==> src/rtl/imm_extend_if.sv <==
// imm_extend_if: handshake bundle between decode and execute for the immediate generator.
// The slave modport is the generator's view; the master modport is the surrounding pipeline's view.
interface imm_extend_if #(parameter int XLEN = 32, parameter int TAG_W = 32);
    logic             in_valid;
    logic             in_ready;
    logic [31:0]      instr;
    logic [2:0]       immsrc;
    logic [TAG_W-1:0] in_tag;
    logic             out_valid;
    logic             out_ready;
    logic [XLEN-1:0]  immop;
    logic [TAG_W-1:0] out_tag;
    logic             out_illegal;
    modport master (
        output in_valid, instr, immsrc, in_tag, out_ready,
        input  in_ready, out_valid, immop, out_tag, out_illegal
    );
    modport slave (
        input  in_valid, instr, immsrc, in_tag, out_ready,
        output in_ready, out_valid, immop, out_tag, out_illegal
    );
endinterface

==> src/rtl/imm_extend_pipe.sv <==
// imm_extend_pipe: registered RV immediate extender with a 2-entry skid buffer and sideband tag.
// Define IMM_EXT_ZIMM_EN to decode immsrc 101 as the zero-extended CSR zimm instead of illegal.
module imm_extend_pipe #(
    parameter int XLEN  = 32,
    parameter int TAG_W = 32
) (
    input logic         clk,
    input logic         rst_n,
    input logic         flush,
    imm_extend_if.slave bus
);
    typedef enum logic [1:0] {EMPTY, ONE, FULL} state_t;
    state_t           state, state_nx;
    logic [XLEN-1:0]  imm_q [2];
    logic [TAG_W-1:0] tag_q [2];
    logic [1:0]       ill_q;
    logic             wr_ptr, rd_ptr;
    logic             accept, pop;
    logic [XLEN-1:0]  ext;
    logic             ill;
    logic             unused;
    assign unused = ^bus.instr[6:0];
    // Sign extension comes from casting the signed immediate field up to XLEN.
    always_comb begin
        ext = '0;
        ill = 1'b0;
        case (bus.immsrc)
            3'b000: ext = XLEN'($signed(bus.instr[31:20]));
            3'b001: ext = XLEN'($signed({bus.instr[31:25], bus.instr[11:7]}));
            3'b010: ext = XLEN'($signed({bus.instr[31], bus.instr[7], bus.instr[30:25], bus.instr[11:8], 1'b0}));
            3'b011: ext = XLEN'($signed({bus.instr[31:12], 12'b0}));
            3'b100: ext = XLEN'($signed({bus.instr[31], bus.instr[19:12], bus.instr[20], bus.instr[30:21], 1'b0}));
`ifdef IMM_EXT_ZIMM_EN
            3'b101: ext = XLEN'(bus.instr[19:15]);
`endif
            default: ill = 1'b1;
        endcase
    end
    assign accept = bus.in_valid && bus.in_ready;
    assign pop    = bus.out_valid && bus.out_ready;
    always_comb begin
        state_nx = state;
        if (flush)
            state_nx = EMPTY;
        else if (accept && !pop)
            state_nx = (state == EMPTY) ? ONE : FULL;
        else if (pop && !accept)
            state_nx = (state == FULL) ? ONE : EMPTY;
    end
    always_ff @(posedge clk) begin
        if (!rst_n) begin
            state  <= EMPTY;
            wr_ptr <= 1'b0;
            rd_ptr <= 1'b0;
            imm_q  <= '{default: '0};
            tag_q  <= '{default: '0};
            ill_q  <= '0;
        end else begin
            state <= state_nx;
            if (flush) begin
                wr_ptr <= 1'b0;
                rd_ptr <= 1'b0;
            end else begin
                if (accept) begin
                    imm_q[wr_ptr] <= ext;
                    tag_q[wr_ptr] <= bus.in_tag;
                    ill_q[wr_ptr] <= ill;
                    wr_ptr        <= ~wr_ptr;
                end
                if (pop)
                    rd_ptr <= ~rd_ptr;
            end
        end
    end
    // Ready depends only on registered occupancy, never on out_ready.
    assign bus.in_ready    = (state != FULL);
    assign bus.out_valid   = (state != EMPTY);
    assign bus.immop       = imm_q[rd_ptr];
    assign bus.out_tag     = tag_q[rd_ptr];
    assign bus.out_illegal = ill_q[rd_ptr];
endmodule

==> src/flat_wrapper.sv <==
// flat-port wrapper written by rule: the top's interface ports become plain ports
module imm_extend_pipe_flat 
#(
    parameter int XLEN  = 32,
    parameter int TAG_W = 32
)
  (clk, rst_n, flush, bus_in_valid, bus_instr, bus_immsrc, bus_in_tag, bus_out_ready, bus_in_ready, bus_out_valid, bus_immop, bus_out_tag, bus_out_illegal);
  imm_extend_if #(.XLEN(XLEN), .TAG_W(TAG_W)) bus_i ();
  input logic clk;
  input logic rst_n;
  input logic flush;
  input wire logic [$bits(bus_i.in_valid)-1:0] bus_in_valid;
  input wire logic [$bits(bus_i.instr)-1:0] bus_instr;
  input wire logic [$bits(bus_i.immsrc)-1:0] bus_immsrc;
  input wire logic [$bits(bus_i.in_tag)-1:0] bus_in_tag;
  input wire logic [$bits(bus_i.out_ready)-1:0] bus_out_ready;
  output wire logic [$bits(bus_i.in_ready)-1:0] bus_in_ready;
  output wire logic [$bits(bus_i.out_valid)-1:0] bus_out_valid;
  output wire logic [$bits(bus_i.immop)-1:0] bus_immop;
  output wire logic [$bits(bus_i.out_tag)-1:0] bus_out_tag;
  output wire logic [$bits(bus_i.out_illegal)-1:0] bus_out_illegal;
  assign bus_i.in_valid = bus_in_valid;
  assign bus_i.instr = bus_instr;
  assign bus_i.immsrc = bus_immsrc;
  assign bus_i.in_tag = bus_in_tag;
  assign bus_i.out_ready = bus_out_ready;
  assign bus_in_ready = bus_i.in_ready;
  assign bus_out_valid = bus_i.out_valid;
  assign bus_immop = bus_i.immop;
  assign bus_out_tag = bus_i.out_tag;
  assign bus_out_illegal = bus_i.out_illegal;
  imm_extend_pipe #(.XLEN(XLEN), .TAG_W(TAG_W)) u_core (.clk(clk), .rst_n(rst_n), .flush(flush), .bus(bus_i));
endmodule
==> config.mk <==
export PLATFORM = sky130hd
export DESIGN_NAME = imm_extend_pipe_flat
export DESIGN_NICKNAME = d
export VERILOG_FILES = /design/src/rtl/imm_extend_if.sv /design/src/rtl/imm_extend_pipe.sv /design/src/flat_wrapper.sv
export SDC_FILE = /design/constraint.sdc
export NUM_CORES = 1
export LEC_CHECK = 0
export CORE_ASPECT_RATIO = 1.4
export CORE_MARGIN = 5
export CORE_UTILIZATION = 54
export DETAILED_ROUTE_END_ITERATION = 10
export PLACE_DENSITY = 0.85
export SKIP_CTS_REPAIR_TIMING = 1
export SLEW_MARGIN = 25
export SYNTH_ARGS = -nofsm -noshare
export SYNTH_HDL_FRONTEND = slang
export SYNTH_SLANG_ARGS = --single-unit
==> constraint.sdc <==
create_clock -name clk -period 3.6 [get_ports clk]
set_clock_uncertainty 0.2 [all_clocks]
set_input_delay 0.54 -clock clk [delete_from_list [all_inputs] [get_ports clk]]
set_output_delay 0.54 -clock clk [all_outputs]
set_load 0.01 [all_outputs]
# Word level (Yosys, flattened, before mapping)
# Cells that the tools add are included.
word_totals:
  ff_bits: 134
  in_bits: 72
  elab_cells: 62
op_classes:
  n_reduce_logical: 15
  mux: 21
  n_eq_ne: 6
  n_bitwise: 6
  order_cmp: 6
op_table:
  columns: ["operator", "count"]
  rows:
  - ["$mux W32", 7]
  - ["$pmux W32 S5", 1]
  - ["$bwmux W64", 2]
  - ["$demux W32 S1", 1]
  - ["$eq A3 B2 Y1 const B", 2]
  - ["$logic_and A1 B1 Y1", 6]
  - ["$mux W2", 3]
  - ["$mux W1", 5]
  - ["$reduce_or A5 Y1", 1]
  - ["$ge A2 B2 Y1 const B", 2]
  - ["$lt A1 B2 Y1 const B", 2]
  - ["$not A1 Y1", 4]
  - ["$not A1 Y2", 2]
  - ["$reduce_bool A2 Y1", 2]
  - ["$eq A3 B1 Y1 const B", 1]
  - ["$eq A3 B3 Y1 const B", 1]
  - ["$logic_not A3 Y1", 1]
  - ["$bwmux W2", 1]
  - ["$eq A2 B2 Y1 const B", 1]
  - ["$logic_not A1 Y1", 2]
  - ["$logic_not A2 Y1", 1]
  - ["$lt A2 B1 Y1 const B", 1]
  - ["$ne A2 B2 Y1 const B", 1]
  - ["$reduce_and A2 Y1", 1]
  - ["other kinds (3)", 3]

# Longest topological paths before layout
depth:
  depth_word: 6
  depth_mapped: 7
  depth_no_buf: 7

# Worst setup path before layout
# OpenSTA, ideal clock, no wires.
synth_timing:
  path_type: "register to output"
  startpoint: "reg u_core.rd_ptr"
  endpoint: "out bus_immop[0]"
  arrival_time_ns: 1.104
  stages_incl_launch_ff: 4
  n_path_buf: 2
  path_slack_ns: 1.756
  path_cell_list: "dfxtp_1 -> buf_2 -> buf_2 -> mux2_2"
synth_between:
  elab_chain_cells: 4
synth_lines:
  columns: ["item", "line", "rtl"]
  rows:
  - ["start, declared", "imm_extend_pipe.sv:17", "logic wr_ptr, rd_ptr;"]
  - ["start signal, assigned", "imm_extend_pipe.sv:71", "rd_ptr <= ~rd_ptr;"]
  - ["$not A1 Y2 (implied by the code)", "imm_extend_pipe.sv:78", "assign bus.immop = imm_q[rd_ptr];"]
  - ["$mux W32 (implied by the code) (3 in series)", "imm_extend_pipe.sv:78", null]
  - ["end, declared", "flat_wrapper.sv:19", "output wire logic [$bits(bus_i.immop)-1:0] bus_immop;"]
# Every way passes these cells. The select of a mux whose other input is x is not followed.

# Worst setup path in the final report
layout_timing:
  startpoint: "reg u_core.rd_ptr"
  endpoint: "out bus_immop[31]"
# Same word-level chain as after synthesis.

==> summary.txt <==
Die
  • Initial Util: between 50% and 60%
  • # IOs: between 100 and 150
  • Num rows: 46
  • Die X: 99.85 um
  • Core area: ~11000 um2
  • Die ar.: roughly 14000 um2
  • Die Ht: between 100 and 150 um

Global route
  • First-pass GRT wire length: 26590 um
  • Grt ovf: 0
  • Total GRT Usage: about a quarter
  • Antenna violations before repair: 0
  • Largest net degree at the start of global routing: 69
  • Number of global-route vias before repair: 5696

Clocking
  • H-tree Lvls: 4
  • Max Buffers Root-to-Sink: 2
  • Root buf cell: clkbuf_16
  • Clock Latency Late Sink: 0.41 ns
  • Clk sinks: 134
  • CTS Buf Count: 17
  • TritonCTS clock tree: done
  • Clock transition at path regs: approximately 0.060 ns

Synth
  • Yosys warnings: 0
  • Synth cell types: 33
  • Mapped Area: 6103 um2
  • Flops & latches, synth: approximately 130
  • Post-synth net total: around 760
  • Mapped Cells: 690
  • Post-synthesis sequential area ratio: 43.95%
  • Avg Cell Area, Syn: 8.845 um2

Pwr
  • Worst vdd ir: 294.2 uV
  • Flop pwr share: roughly 41%
  • Clock network fraction of design power: 47.6%
  • Int Power: roughly 2.9 mW
  • NetSw: 885.2 uW
  • Power, Total: roughly 3.8 mW
  • PwrDens: between 400 and 500 nW/um2
  • P_leak: 2.858 nW
  • Combinational Power Share: roughly 11%
  • Switching share of total power: 23.25%

Timing
  • Final critical-path share of the clock period: 84.22%
  • Least-Margin Pin Slew: 0.9954 ns
  • Post-route setup slack: 0.5682 ns
  • Aggregate negative setup slack: 0 ns
  • RSZ-0062 raised after global routing: no
  • Max Slew Vio Count: 0
  • Final Hold Viols: 0
  • Rel. slew slack: 33.64%
  • F_max: approximately 330 MHz
  • Setup-failing EPs final: 0
  • Minimum clock period: 3.032 ns

Drt
  • Routed WL: around 16000 um
  • WL met2: 8638 um
  • Post-route DRC: 0
  • Drt wl/cell: around 17 um
  • Met1 WL: 6150 um
  • Vias: ~5400
  • Met3 wire len: around 960 um
  • Max Used Layer: met4
  • Via density: 5.744
  • DR pass1 iterations: 5
  • Final ANT Viol Nets: 0
  • Initial DRC count: ~210

Place
  • Final GP Congestion: ~0.9
  • HPWL Detailed: 10770 um
  • IO Port Bufs: 131
  • Placement Setup Slack: 0.5582 ns

Setup path
  • Worst stage delay on the critical path: 0.72 ns
  • Endpoint class of the critical path: primary output
  • Worst Path Required: 2.86 ns
  • Critical-path cell list: buf_12 -> mux2_2 -> clkdlybuf4s50_1
  • CP max stage cell: dfxtp_2
  • Critical path type: reg -> out
  • CP Data Arrival Time: 2.29 ns
  • CP Max Fanout: 24
  • CP Launch Type: flop

Worst hold path
  • HP Class: reg -> reg

Final layout
  • Ant diodes: 0
  • Fillcell total: 835
  • Synth-to-layout area growth: 30.30%
  • Layout cell share with drive strength beyond 1: 14.57%
  • Nets: 863
  • Post-layout util: 70.86%

Job
  • Total of max-cap violations: 0

Run status
  • Status: complete, no violations
-- synth_stat cells (all sizes together) --
master    n  area (um2)
o21a      1       7.510
and2      1       6.260
xor2      1       8.760
a21oi     7       35.03
mux2     65       732.0
nor2      8       32.54
o21ai    55       279.0
nor2b     2       12.51
and3      1       6.260
or2       1       6.260
nand2   168       630.6
nand3b   10       75.07
mux2i     1       10.01
ha        1       12.51
a31oi    58       362.9
a21boi   82       615.6
nor3      3       15.01
and3b     2       17.52
dfxtp   134        2683
a21o      2       15.01
buf      39       307.8
clkbuf   21       78.83
nand3    15       75.07
xnor2     2       17.52
nand2b    3       26.27
inv       6       22.52
a211oi    1       12.51
-- routing by layer --
metal | vias up | global-route usage (%)
met5 | - | 0
li1 | 2608 | -
met2 | 186 | 44.62
met3 | 39 | 5.770
met1 | 2607 | 25.74
met4 | 0 | 12.98
-- per-stage QoR --
stage	area, um2	std cells	hold slack [ns]
final	7953	947	0.2517
after global routing	7953	947	0.2738
after CTS	7953	947	0.2538
after detailed placement	7325	915	0.2468
after global placement	7325	915	0.2373
after floorplan	6103	690	0.2316
-- critical path, delay by kind of cell (launching register included) --
family                 cells  cell delay [ns]
buffers and inverters      2             0.79
multiplexers               1             0.36
flip-flops                 1             0.72
-- path summary, 6_finish.rpt --
path	slack [ns]	cells past startpoint	endpoint	startpoint
worst min-delay path	0.25	2	u_core.imm_q[39]	u_core.imm_q[39]
worst max-delay path	0.57	3	bus_immop[31]	u_core.rd_ptr
worst min register to register	0.25	2	u_core.imm_q[39]	u_core.imm_q[39]
worst max register to register	1.60	5	u_core.tag_q[44]	u_core.state[1]
-- registers in the layout, summed over array words and instances (netlist names) --
signal and cells:
u_core.rd_ptr 1, u_core.wr_ptr 1, u_core.state 2, u_core.ill_q 2, u_core.tag_q 64, u_core.imm_q 64
-- kinds of logic after synthesis --
logic type      Yosys count  share of synthesized area (%)
compound gates          206                          21.75
xor+xnor                  3                         0.4306
fa+ha+maj                 1                         0.2050
buf+inv                  66                          6.704
flops                   134                          43.95
mux                      66                          12.16
simple gates            214                          14.80
-- power groups by stage --
stage	clock [mW]	sequential, mW	combinational [mW]
after global routing	1.91	1.57	0.464
after detailed placement	0	1.60	0.426
after global placement	0	1.59	0.414
after CTS	1.84	1.56	0.431
final	1.81	1.56	0.430
after floorplan	0	1.59	0.234
-- layout by cell type, fill, tap and decap left out, drive strengths merged --
master / instances
clkdlybuf4s50: 130
nand3: 15
and3b: 2
nand2b: 3
xor2: 1
or2: 1
and3: 1
clkinv: 6
mux2i: 1
nand3b: 10
a21o: 2
nor2b: 2
ha: 1
buf: 11
nor2: 8
clkbuf: 17
nor3: 3
a21boi: 82
bufinv: 4
inv: 9
o21ai: 55
and2: 1
a31oi: 58
dfxtp: 134
mux2: 65
o21a: 1
clkinvlp: 2
a21oi: 7
xnor2: 2
a211oi: 1
nand2: 168
-- cell type report --
cell class | instances | area, um2 | share of cell area [%]
well taps | 144 | 180.2 | 2.266
inverters | 6 | 22.52 | 0.2832
repair buffers | 141 | 1419 | 17.84
clock buffers | 17 | 425.4 | 5.349
multi-input cells | 490 | 3019 | 37.96
clock inverters | 15 | 202.7 | 2.549
flip-flops and latches | 134 | 2684 | 33.75
No activity file was read; power rests on OpenSTA's default activity.
